File: src/rtl/ex2mem_skid_reg.sv
// ---------------------------------------------------------------------------
// ex2mem_skid_reg
//
// EX->MEM pipeline stage with an elastic valid/ready handshake. It holds up
// to two instructions: a main entry that is presented to MEM, and a skid
// entry that catches the instruction EX launched in the same cycle that MEM
// stalled. Because of the skid entry, in_ready is a plain register and never
// depends combinationally on out_ready. This keeps the MEM stall path out of
// the EX timing path.
//
// A synchronous flush squashes both held entries, for branch or trap
// recovery. Forwarding information for the main entry goes to the hazard unit.
//
// Parameters
//   W  datapath width (result, store data, pc+4)
//   R  register-index width
//   C  CSR address width
//   F  funct3 width
//   O  compressed opcode width
//
// Ports
//   clk1, a_reset_n        stage clock (rising edge), async active-low reset
//   flush                  synchronous squash of all held entries
//   in_valid / in_ready    upstream handshake (in_ready is registered)
//   in_*                   instruction payload from EX
//   out_valid / out_ready  downstream handshake (out_valid = main entry held)
//   out_*                  main-entry payload; out_useRd/out_useCsr gated by valid
//   fwd_valid/rd/result    forwarding view of the main entry (rd x0 suppressed)
//   occupancy              number of held entries, 0..2
// ---------------------------------------------------------------------------
module ex2mem_skid_reg #(
    parameter int W = 32,
    parameter int R = 5,
    parameter int C = 3,
    parameter int F = 3,
    parameter int O = 2
) (
    input  logic         clk1,
    input  logic         a_reset_n,
    input  logic         flush,

    input  logic         in_valid,
    output logic         in_ready,
    input  logic [W-1:0] in_result,
    input  logic [W-1:0] in_data,
    input  logic [R-1:0] in_rd,
    input  logic [C-1:0] in_csr_addr,
    input  logic [F-1:0] in_funct3,
    input  logic [O-1:0] in_opcode,
    input  logic         in_useRd,
    input  logic         in_useCsr,
    input  logic [W-1:0] in_jmp_pc4,

    output logic         out_valid,
    input  logic         out_ready,
    output logic [W-1:0] out_result,
    output logic [W-1:0] out_data,
    output logic [R-1:0] out_rd,
    output logic [C-1:0] out_csr_addr,
    output logic [F-1:0] out_funct3,
    output logic [O-1:0] out_opcode,
    output logic         out_useRd,
    output logic         out_useCsr,
    output logic [W-1:0] out_jmp_pc4,

    output logic         fwd_valid,
    output logic [R-1:0] fwd_rd,
    output logic [W-1:0] fwd_result,

    output logic [1:0]   occupancy
);

    // One held instruction. The main and skid entries share this layout,
    // so the skid entry can move into the main entry as a single copy.
    typedef struct packed {
        logic [W-1:0] result;
        logic [W-1:0] data;
        logic [R-1:0] rd;
        logic [C-1:0] csr_addr;
        logic [F-1:0] funct3;
        logic [O-1:0] opcode;
        logic         use_rd;
        logic         use_csr;
        logic [W-1:0] jmp_pc4;
    } payload_t;

    typedef enum logic [1:0] {
        ST_EMPTY = 2'd0,
        ST_ONE   = 2'd1,
        ST_FULL  = 2'd2
    } state_t;

    state_t   state_q,      state_d;
    payload_t main_q,       main_d;
    payload_t skid_q,       skid_d;
    logic     main_valid_q, main_valid_d;
    logic     in_ready_q,   in_ready_d;
    logic [1:0] occupancy_q, occupancy_d;

    payload_t in_payload;
    logic     accept;
    logic     consume;

    always_comb begin
        in_payload.result   = in_result;
        in_payload.data     = in_data;
        in_payload.rd       = in_rd;
        in_payload.csr_addr = in_csr_addr;
        in_payload.funct3   = in_funct3;
        in_payload.opcode   = in_opcode;
        in_payload.use_rd   = in_useRd;
        in_payload.use_csr  = in_useCsr;
        in_payload.jmp_pc4  = in_jmp_pc4;
    end

    // The handshakes use only registered ready/valid, so neither handshake
    // forms a combinational path through this stage.
    assign accept  = in_valid & in_ready_q;
    assign consume = main_valid_q & out_ready;

    // Next-state logic. Payload registers load only when an entry is
    // written. A flush or a drain leaves stale data in them. Consumers
    // never see that stale data because the side-band outputs are gated
    // by valid.
    always_comb begin
        state_d = state_q;
        main_d  = main_q;
        skid_d  = skid_q;

        if (flush) begin
            // Squash wins over every handshake. An instruction that EX
            // offers in this cycle is dropped as well.
            state_d = ST_EMPTY;
        end else begin
            case (state_q)
                ST_EMPTY: begin
                    if (accept) begin
                        main_d  = in_payload;
                        state_d = ST_ONE;
                    end
                end
                ST_ONE: begin
                    if (accept && consume) begin
                        main_d = in_payload;
                    end else if (accept) begin
                        // MEM stalled while EX launched. Park the newcomer
                        // behind the main entry.
                        skid_d  = in_payload;
                        state_d = ST_FULL;
                    end else if (consume) begin
                        state_d = ST_EMPTY;
                    end
                end
                ST_FULL: begin
                    // in_ready is low here, so only a drain can happen.
                    if (consume) begin
                        main_d  = skid_q;
                        state_d = ST_ONE;
                    end
                end
                default: begin
                    state_d = ST_EMPTY;
                end
            endcase
        end

        main_valid_d = (state_d != ST_EMPTY);
        in_ready_d   = (state_d != ST_FULL);

        case (state_d)
            ST_ONE:  occupancy_d = 2'd1;
            ST_FULL: occupancy_d = 2'd2;
            default: occupancy_d = 2'd0;
        endcase
    end

    always_ff @(posedge clk1 or negedge a_reset_n) begin
        if (!a_reset_n) begin
            state_q      <= ST_EMPTY;
            main_q       <= '0;
            skid_q       <= '0;
            main_valid_q <= 1'b0;
            in_ready_q   <= 1'b1;
            occupancy_q  <= 2'd0;
        end else begin
            state_q      <= state_d;
            main_q       <= main_d;
            skid_q       <= skid_d;
            main_valid_q <= main_valid_d;
            in_ready_q   <= in_ready_d;
            occupancy_q  <= occupancy_d;
        end
    end

    assign in_ready     = in_ready_q;
    assign occupancy    = occupancy_q;

    assign out_valid    = main_valid_q;
    assign out_result   = main_q.result;
    assign out_data     = main_q.data;
    assign out_rd       = main_q.rd;
    assign out_csr_addr = main_q.csr_addr;
    assign out_funct3   = main_q.funct3;
    assign out_opcode   = main_q.opcode;
    assign out_jmp_pc4  = main_q.jmp_pc4;

    // Gate the side-band enables with valid, so stale payload left after a
    // flush or drain cannot trigger a write or a forward.
    assign out_useRd    = main_q.use_rd  & main_valid_q;
    assign out_useCsr   = main_q.use_csr & main_valid_q;

    // x0 is hard-wired zero, so forwarding it would be wrong.
    assign fwd_valid    = main_valid_q & main_q.use_rd & (main_q.rd != '0);
    assign fwd_rd       = main_q.rd;
    assign fwd_result   = main_q.result;

endmodule

File: config.mk
export PLATFORM = sky130hd
export DESIGN_NAME = ex2mem_skid_reg
export DESIGN_NICKNAME = d
export VERILOG_FILES = /design/src/rtl/ex2mem_skid_reg.sv
export SDC_FILE = /design/constraint.sdc
export NUM_CORES = 1
export LEC_CHECK = 0
export ABC_AREA = 1
export CAP_MARGIN = 20
export CORE_MARGIN = 2
export CORE_UTILIZATION = 45
export CTS_CLUSTER_SIZE = 30
export DETAILED_ROUTE_END_ITERATION = 8
export PLACE_DENSITY = 0.77
export REMOVE_ABC_BUFFERS = 1
export SLEW_MARGIN = 20
export SYNTH_ARGS = -nofsm -noshare
export SYNTH_HDL_FRONTEND = slang
export SYNTH_SLANG_ARGS = --single-unit
File: constraint.sdc
create_clock -name clk1 -period 1.45 [get_ports clk1]
set_input_delay 0.2175 -clock clk1 [delete_from_list [all_inputs] [get_ports clk1]]
set_output_delay 0.2175 -clock clk1 [all_outputs]
set_load 0.01 [all_outputs]
==> qor.yml, run 1 <==
outcome:
  status: "complete, but fails checks"
  failed_checks: "setup timing"
worst_hold_path:
  hp-class: "primary input to async pin"
worst_setup_path:
  crit_chain: "buf_4 -> nor3_4 -> buf_6 -> buf_12 -> nand2_8 -> buf_12 -> buf_12 -> nand2_4 -> o21ai_2"
  crit_fanout: 8
  slowest_delay_ns: 0.43
  crit_buf_inv: 5
  crit_family: "buffers and inverters"
  critPathKind: "register to register"
  arrival_ns: 2.12
  timing.critical_path.slowest_stage_cell: "dfrtp_2"
  crit_top_cell: "buf_12"
  cp-end-kind: "register"
  reg2reg_slack_ns: -0.27
  cp_data_required_time_ns: 1.85
  critPathLaunchType: "register"
floorplan:
  core_mm2: 0.0242
  die_h_um: 161
  initial_core_util_pct: 45.7
  ios: 269
  dieArea_mm2: 0.0259
  die_x_um: 161
  rows: 57
timing:
  fin_ws_ns: -0.271
  period_needed_ns: 1.72
  finalHoldViolCount: 0
  setup-tns-final_ns: -37.53
  fin_skew_ns: 0.0105
  fmax_mhz: 581
  tightestPinTransition_ns: 0.411
  slew_viol_final: 0
  rsz0062_at_grt: "true"
  final.period_utilization_pct: 119
  maxSlewHeadroom_pct: 72.6
  setup_violations: 236
placed_design:
  placed_cell_area_mm2: 0.0135
  place_congestion: 0.791
  dp_cells: 1834
  numPortBuffers: 268
  hpwl_mm: 18.2
cells_and_area:
  final_cell_mix: "nand2_1, nand2_2, dfrtp_1"
  instances_no_fill: 2022
  multi_input_area_mm2: 0.00543
  layout_commonest_cell: "nand2_1"
  stdcell_area_mm2: 0.0183
  drive_gt1_share_pct: 42.0
  regArea_mm2: 0.00571
  area_growth_pct: 65.3
  fin_util_pct: 75.5
  n_fill_cell: 1435
  nNetsFinal: 1793
detailed_routing:
  drt-total-wl_mm: 42.9
  drtPass1Iterations: 5
  drc_errors: 0
  vias: 11000
  antenna_left: 0
  drt_iter0_markers: 1027
  routedWlPerCell_um: 21.2
  vias_per_cell: 5.46
synth:
  synthSimpleGateAreaFrac_pct: 24.6
  synth.yosys.seq_area_share_pct: 51.5
  synthMuxAreaShare_pct: 0
  synth_top_area_share_pct: 51.3
  synth_top_family_by_area: "simple AND/OR/NAND/NOR gates"
  yosys-top-cells-area: "dfrtp_1, nand2_1, buf_4, o21ai_0, inv_1"
  synth_top_cell_by_area: "dfrtp_1"
  netlist_instances: 1406
  ys_warn_count: 0
  synth_area_per_cell_um2: 7.88
  synth-compound-area-share_pct: 7.60
  synth-xor-area-share_pct: 0
  synthAdderAreaFrac_pct: 0
  syn_area_mm2: 0.0111
  ys_types: 19
  synth_seq_cells: 228
cts:
  cts_tree: "yes"
  cts_inserted_buffers: 25
  root_buffer: "clkbuf_16"
  cts_max_path_buffers: 3
  clk_latency_ns: 0.53
  clk_pin_slew_ns: 0.06
  htreeDepth: 1
  cts_sinks: 228
global_route:
  grt_max_degree: 43
  grt_pass1_wl_mm: 56.9
  grt_pass1_vias: 10400
  antenna_found_initial: 1
  gr-total-overflow: 0
  grtUsageTotal_pct: 28.0
power:
  p_per_area_mw_per_mm2: 1650
  peakVddDrop_v: 0.00112
  finalPower_mw: 30.3
  static-leakage-power_nw: 9.16
job:
  max-cap-violations: 0
-- synthesized netlist by cell type --
library cell  instances
inv_1                88
nand2_1             667
dfrtp_1             227
nand4_1               1
buf_6                 1
clkbuf_1             24
a21oi_1               1
nand2_2               1
o21ai_2              10
buf_2                38
buf_4               157
inv_2                 1
nand3_1              35
nor2_1                4
o21ai_0              88
dfstp_2               1
o21ai_1              60
nor3_4                1
a21oi_2               1
-- flip-flops by register name, summed over array words and instances (netlist names) --
signal and flops:
in_ready 1, out_opcode 2, fwd_result 32, out_csr_addr 3, out_valid 1, main_q 2, out_funct3 3, skid_q 111
occupancy 2, state_q 2, fwd_rd 5, out_data 32, out_jmp_pc4 32
-- final timing paths --
check | startpoint | endpoint | cells past startpoint
min reg2reg | out_jmp_pc4[20] | out_jmp_pc4[20] | 2
max in group asynchronous | a_reset_n | in_ready | 3
min in group clk1 | in_jmp_pc4[4] | skid_q[4] | 3
max | state_q[1] | skid_q[78] | 9
max reg2reg | state_q[1] | skid_q[78] | 9
min | a_reset_n | out_data[11] | 2
-- cell families after synthesis --
logic type             after synthesis
AO/OA/AOI/OAI                      160
flip-flops                         228
AND/OR/NAND/NOR                    709
buffers and inverters              309
-- layer usage --
layer,global-route usage [%],up-vias,routed length [um]
li1,-,4749,-
met5,0,-,0
met2,45.7,743,20800
met1,37.2,5368,16100
met4,9.78,0,2050
met3,5.71,185,3890
-- where the power goes --
| part | switching [mW] | leakage, nW | internal (mW) |
|---|---|---|---|
| Combinational | 6.01 | 5.92 | 6.38 |
| Sequential | 2.53 | 2.85 | 9.05 |
| Clock | 2.71 | 0.395 | 3.58 |
-- area by class of cell --
class / instances / area share (%)
timing repair buffer: 461 / 30.7
sequential: 228 / 31.2
multi-input combinational: 872 / 29.6
clock buffer: 34 / 3.82
inverter: 89 / 1.84
antenna: 2 / 0.0273
tap: 324 / 2.21
clock inverter: 12 / 0.547
-- worst reg2reg max path, stage by stage (launching register included) --
cell and delay, ns:
dfrtp_2 0.43, buf_4 0.16, nor3_4 0.22, buf_6 0.17, buf_12 0.12, nand2_8 0.09
buf_12 0.15, buf_12 0.15, nand2_4 0.07, o21ai_2 0.06
-- through the flow --
stage,hold slack [ns],setup slack [ns]
after CTS,0.210,-0.240
after detailed placement,0.157,-0.322
after global placement,0.159,-0.318
after floorplan,-0.0781,-6.92
after global routing,0.233,-0.312
final,0.221,-0.271
-- what timing repair did --
item	in CTS	in global routing
buffers inserted	50	47
resized for setup	594	421
gates cloned	44	16
hold buffers	1	0
pin swaps	55	64
endpoints found under the setup margin	376	314
hold endpoints to repair	216	0
No activity file was read; power rests on OpenSTA's default activity.
==> run 2: changes to the inputs <==
--- a/config.mk
+++ b/config.mk
@@ -8,10 +8,9 @@
 export ABC_AREA = 1
 export CAP_MARGIN = 20
 export CORE_MARGIN = 2
-export CORE_UTILIZATION = 45
+export CORE_UTILIZATION = 30
 export CTS_CLUSTER_SIZE = 30
 export DETAILED_ROUTE_END_ITERATION = 8
-export PLACE_DENSITY = 0.77
 export REMOVE_ABC_BUFFERS = 1
 export SLEW_MARGIN = 20
 export SYNTH_ARGS = -nofsm -noshare
==> run 2 against run 1 <==
Hold slack got worse by 0.028 ns. Critical path depth rose by 3. Clock skew rose by 0.0047 ns. The run still ends with setup timing left. Die area increased by 49%. Cell area is 1.0% higher. Critical endpoint is now out_data[23]. Global-route usage shrank 7.8 points.
==> qor.yml, run 2 (synthesis results as in run 1) <==
outcome:
  status: "complete, but fails checks"
  failed_checks: "setup timing"
cells_and_area:
  final_cell_mix: "nand2_1, dfrtp_1, nand2_2"
  layout_commonest_cell: "nand2_1"
  largest_reg_flops: 111  # unchanged
  area_growth_pct: 66.9
  largest_register: "skid_q"
  nNetsFinal: 1793  # unchanged
  drive_gt1_share_pct: 39.4  # -2.6 points
  multi_input_area_mm2: 0.00515  # -5.0%
  instances_no_fill: 2167  # +7.2%
  n_fill_cell: 3326  # +130%
  regArea_mm2: 0.00571  # about the same
  fin_util_pct: 50.6  # -25 points
worst_setup_path:
  crit_buf_inv: 7  # +2
  timing.critical_path.slowest_stage_cell: "dfrtp_1"
  crit_top_cell: "buf_6"
  critPathKind: "register to register"
  slowest_delay_ns: 0.39  # -0.04 ns
  arrival_ns: 2.22  # +0.10 ns
  cp-end-kind: "register"
  crit_fanout: 10  # +2
  crit_chain: "inv_2 -> buf_6 -> buf_6 -> nand2_4 -> buf_6 -> nand2_4 -> nor2_4 -> buf_12 -> buf_12 -> clkbuf_16 -> nand2_1 -> nand2_1"
  crit_family: "buffers and inverters"
  cp_data_required_time_ns: 1.92  # +0.07 ns
  critPathLaunchType: "register"
detailed_routing:
  vias_per_cell: 4.69  # -14%
  routedWlPerCell_um: 18.8  # -11%
  antenna_left: 0  # unchanged
  drt-total-wl_mm: 40.8  # -4.9%
  drtPass1Iterations: 5  # unchanged
  drt_iter0_markers: 525  # -49%
  vias: 10200  # -7.9%
  drc_errors: 0  # unchanged
timing:
  final.period_utilization_pct: 120  # +1.6 points
  finalHoldViolCount: 0  # unchanged
  tightestPinTransition_ns: 0.420  # +0.00956 ns
  fmax_mhz: 573  # -1.3%
  maxSlewHeadroom_pct: 72.0  # -0.64 points
  period_needed_ns: 1.74  # +0.0234 ns
  setup_violations: 231  # -2.1%
  rsz0062_at_grt: "true"
  holdWs_ns: 0.193  # -0.0278 ns
  fin_skew_ns: 0.0152  # +0.00473 ns
  fin_ws_ns: -0.294  # -0.0234 ns
  slew_viol_final: 0  # unchanged
placed_design:
  numPortBuffers: 268  # unchanged
  hpwl_mm: 18.9  # +3.8%
  place_congestion: 0.777  # -1.8%
  dp_cells: 1976  # +7.7%
  pre_cts_ws_ns: -0.362  # -0.0395 ns
cts:
  clk_latency_ns: 0.55  # +0.02 ns
  cts_tree: "yes"
  cts_max_path_buffers: 3  # unchanged
  htreeDepth: 1  # unchanged
  clk_pin_slew_ns: 0.06  # about the same
  cts_sinks: 228  # unchanged
  cts_inserted_buffers: 27  # +8.0%
  root_buffer: "clkbuf_16"
power:
  switching_share_pct: 35.2  # -1.9 points
  p_clk_share_pct: 23.1  # +2.3 points
  combinationalPowerShare_pct: 39.1  # -1.9 points
  p_sw_mw: 10.5  # -6.3%
  static-leakage-power_nw: 9.14  # -0.20%
  pwr-share-seq_pct: 37.9  # -0.4 points
  peakVddDrop_v: 0.000755  # -33%
  finalPower_mw: 29.9  # -1.1%
  p_int_mw: 19.4  # +1.9%
  p_per_area_mw_per_mm2: 1620  # -2.1%
worst_hold_path:
  hp-class: "primary input to async pin"
job:
  max-cap-violations: 0  # unchanged
floorplan:
  core_mm2: 0.0365  # +51%
  initial_core_util_pct: 30.3  # -15 points
  ios: 269  # unchanged
  rows: 70  # +23%
  dieArea_mm2: 0.0385  # +49%
  die_x_um: 196  # +22%
  die_h_um: 196  # +22%
global_route:
  grt_pass1_wl_mm: 60.1  # +5.7%
  grt_max_degree: 50  # +16%
  grtUsageTotal_pct: 20.2  # -7.8 points
  grt_pass1_vias: 10300  # -1.5%
  gr-total-overflow: 0  # unchanged
  antenna_found_initial: 2  # +1
[run 2: cell count changes in the layout (fill, tap and decap cells not counted), sizes merged, moves of 2 or more]
cell	before	now
clkinv	7	9
clkdlybuf4s15	66	81
buf	197	209
clkbuf	63	86
dlygate4sd2	53	7
[run 2: per-layer routing]
layer	GRT usage, %	part of all wire, %	up-vias
li1	-	-	4757
met1	26.4	43	5047
met2	34.0	50	315
met4	5.27	1.8	2
met3	4.18	5.6	53
met5	0	0.032	-
[run 2: power groups by stage]
stage               Clock, mW  Sequential (mW)  Combinational [mW]
floorplan                   0             11.2                2.91
finish                   6.90             11.3                11.7
detailed placement          0             10.7                8.38
CTS                      7.03             10.8                10.3
global placement            0             10.6                8.23
global route             7.31             11.6                12.7
[run 2: worst paths after layout]
| kind | slack [ns] | endpoint | start | cells after the start |
|---|---|---|---|---|
| setup / recovery | -0.29 | out_data[23] | state_q[1] | 12 |
| hold / removal | 0.19 | out_data[8] | a_reset_n | 2 |
| setup reg to reg | -0.29 | out_data[23] | state_q[1] | 12 |
| hold reg to reg | 0.47 | out_data[29] | out_data[29] | 2 |
| max in group asynchronous | 0.60 | skid_q[12] | a_reset_n | 3 |
| min in group clk1 | 0.25 | skid_q[23] | in_jmp_pc4[23] | 3 |
[run 2: final cells by class]
class	instances	share of cell area, %
diodes	1	0.0135
clock buffers	38	4.42
clock inverters	12	0.514
inverters	89	1.82
multi-input cells	871	27.9
flip-flops and latches	228	30.9
well taps	468	3.17
repair buffers	460	31.3
[run 2: worst reg2reg max path, stage by stage, from the launching register on]
cell       delay [ns]
dfrtp_1          0.39
inv_2            0.07
buf_6            0.13
buf_6            0.11
nand2_4          0.05
buf_6            0.10
nand2_4          0.05
nor2_4           0.19
buf_12           0.15
buf_12           0.15
clkbuf_16        0.19
nand2_1          0.06
nand2_1          0.05
[run 2: metrics by stage]
step                      cell area [um^2]  TNS [ns]
after detailed placement             13500    -63.01
final                                18500    -48.41
after floorplan                       9610   -837.32
after CTS                            17500    -35.12
after global routing                 18500    -57.13
after global placement               13500    -61.08
[run 2: timing repair]
item	in CTS	in global routing
hold buffers	1	0
gates cloned	55	10
setup endpoints to repair	375	318
resized for setup	623	404
pin swaps	65	82
setup buffers	79	20
hold endpoints to repair	124	0
==> run 3: changes to the inputs <==
--- a/config.mk
+++ b/config.mk
@@ -9,6 +9,7 @@
 export CAP_MARGIN = 20
 export CORE_MARGIN = 2
 export CORE_UTILIZATION = 30
+export CTS_BUF_LIST = sky130_fd_sc_hd__clkbuf_16
 export CTS_CLUSTER_SIZE = 30
 export DETAILED_ROUTE_END_ITERATION = 8
 export REMOVE_ABC_BUFFERS = 1
==> constraint.sdc (replaced) <==
create_clock -name clk1 -period 1.45 [get_ports clk1]
set_input_delay 0.2175 -clock clk1 [delete_from_list [all_inputs] [get_ports clk1]]
set_output_delay 0.2175 -clock clk1 [all_outputs]
set_load 0.1 [all_outputs]
==> run 3 against run 2 <==
Wire length fell by 1.4%. The run still ends with setup timing left. Utilization increased by 2.9 points. Power increased by 51%. Highest routed layer unchanged.
==> qor.yml, run 3 (synthesis results as in run 1) <==
timing:
  period_needed_ns: 1.78  # +0.0400 ns
  setup-tns-final_ns: -49.59  # -1.17 ns
  final.period_utilization_pct: 123  # +2.8 points
  holdWs_ns: 0.175  # -0.0174 ns
  fin_skew_ns: 0.0178  # +0.00256 ns
  fmax_mhz: 560  # -2.2%
  maxSlewHeadroom_pct: 73.4  # +1.4 points
  rsz0062_at_grt: "true"
  tightestPinTransition_ns: 0.395  # -0.0251 ns
  slew_viol_final: 0  # unchanged
  finalHoldViolCount: 0  # unchanged
  setup_violations: 231  # unchanged
  fin_ws_ns: -0.334  # -0.0400 ns
worst_setup_path:
  r2r_end: "skid_q[26]"
  cp-startpoint: "in_ready"
  reg2reg_depth: 9  # -3
  slowest_delay_ns: 0.55  # +0.16 ns
  timing.critical_path.slowest_stage_cell: "dfstp_2"
  reg2reg_slack_ns: -0.33  # -0.04 ns
  crit_chain: "nand2_4 -> buf_6 -> nor3_4 -> buf_12 -> buf_12 -> nand2_8 -> buf_16 -> nand2_4 -> o21ai_2"
  arrival_ns: 2.20  # -0.02 ns
  cp_data_required_time_ns: 1.87  # -0.05 ns
  critPathKind: "register to register"
  timing.rr.start: "in_ready"
  critPathLaunchType: "register"
  cp-end-kind: "register"
  crit_fanout: 8  # -2
cells_and_area:
  largest_reg_flops: 111  # unchanged
  layout_commonest_cell: "nand2_1"
  instances_no_fill: 2120  # -2.2%
  n_fill_cell: 3072  # -7.6%
  final_cell_mix: "nand2_1, dfrtp_1, buf_12"
  nNetsFinal: 1748  # -2.5%
  stdcell_area_mm2: 0.0196  # +5.8%
  drive_gt1_share_pct: 44.3  # +4.9 points
  largest_register: "skid_q"
  area_growth_pct: 76.6
power:
  p_per_area_mw_per_mm2: 2310  # +43%
  finalPower_mw: 45.2  # +51%
  pwr-share-seq_pct: 27.5  # -10 points
  static-leakage-power_nw: 9.31  # +1.9%
  switching_share_pct: 49.2  # +14 points
  p_sw_mw: 22.3  # +110%
  p_int_mw: 23.0  # +19%
  p_clk_share_pct: 14.3  # -8.8 points
  combinationalPowerShare_pct: 58.2  # +19 points
  peakVddDrop_v: 0.00156  # +110%
cts:
  htreeDepth: 1  # unchanged
  root_buffer: "clkbuf_16"
  cts_inserted_buffers: 27  # unchanged
  cts_sinks: 228  # unchanged
  cts_max_path_buffers: 3  # unchanged
  clk_latency_ns: 0.54  # about the same
  cts_tree: "yes"
  clk_pin_slew_ns: 0.06  # about the same
global_route:
  antenna_found_initial: 2  # unchanged
  grtUsageTotal_pct: 20.2  # +0.025 points
  grt_max_degree: 58  # +16%
  grt_pass1_vias: 10500  # +2.6%
  grt_pass1_wl_mm: 60.7  # +0.92%
  gr-total-overflow: 0  # unchanged
worst_hold_path:
  hp-class: "primary input to async pin"
detailed_routing:
  drt_iter0_markers: 510  # -2.9%
  drc_errors: 0  # unchanged
  drt-total-wl_mm: 40.3  # -1.4%
  antenna_left: 0  # unchanged
  drtPass1Iterations: 8  # +3
  vias: 10100  # -1.2%
  routedWlPerCell_um: 19.0  # +0.79%
  vias_per_cell: 4.74  # +0.97%
job:
  max-cap-violations: 0  # unchanged
placed_design:
  numPortBuffers: 268  # unchanged
  placed_cell_area_mm2: 0.0151  # +11%
  place_congestion: 0.801  # +3.1%
  dp_cells: 1973  # -0.15%
  hpwl_mm: 19.9  # +5.2%
floorplan:
  dieArea_mm2: 0.0385  # unchanged
  core_mm2: 0.0365  # unchanged
  initial_core_util_pct: 30.3  # unchanged
  rows: 70  # unchanged
  die_x_um: 196  # unchanged
  ios: 269  # unchanged
  die_h_um: 196  # unchanged
outcome:
  failed_checks: "setup timing"
  status: "complete, but fails checks"
==> run 3: power by group through the flow <==
stage          Sequential (mW)  Clock (mW)  Combinational, mW
2_1_floorplan             21.7           0               3.07
3_3_place_gp              11.4           0               22.6
4_1_cts                   11.8        6.59               25.3
6_report                  12.4        6.47               26.3
3_5_place_dp              11.5           0               22.8
5_1_grt                   12.7        6.92               27.3
==> run 3: worst max-delay path by stage <==
stage / to / cells after the start
global placement: out_jmp_pc4[29] / 7
finish: skid_q[26] / 9
floorplan: fwd_result[0] / 7
detailed placement: out_jmp_pc4[13] / 7
global route: skid_q[27] / 9
CTS: fwd_valid / 5
==> run 3: per-stage QoR <==
stage | util [%] | setup WS, ns
2_1_floorplan | - | -6.92
3_3_place_gp | 41.3 | -0.420
3_5_place_dp | 41.3 | -0.487
4_1_cts | 51.0 | -0.298
5_1_grt | 53.6 | -0.375
6_report | 53.6 | -0.334
==> run 3: per-layer routing <==
metal | up-vias | track usage [%] | routed length (um)
li1 | 4664 | - | -
met1 | 4985 | 25.6 | 16600
met2 | 337 | 34.3 | 20100
met3 | 62 | 4.30 | 2650
met4 | 2 | 6.90 | 891
met5 | - | 0 | 13
==> run 3: layout make-up <==
class / instances / area (um^2) / share of cell area, %
Antenna cell: 1 / 2.50 / 0.0128
Clock buffer: 27 / 676 / 3.45
Clock inverter: 21 / 150 / 0.767
Inverter: 89 / 334 / 1.71
Multi-Input combinational cell: 872 / 5140 / 26.3
Sequential cell: 228 / 5750 / 29.4
Tap cell: 468 / 586 / 2.99
Timing Repair Buffer: 414 / 6930 / 35.4
==> run 3: what timing repair did <==
action	4_1_cts	5_1_grt
hold buffers	1	0
gates resized for setup	328	273
pin swaps	43	38
cloned	46	10
buffers inserted	52	9
hold endpoints to repair	179	0
setup endpoints to repair	292	252
==> run 3: worst max-delay path, delay by kind of cell (launching register included) <==
family	cells	cell delay, ns
and+or+nand+nor	4	0.41
buffers and inverters	4	0.62
AOI/OAI and AO/OA	1	0.04
DFF	1	0.55
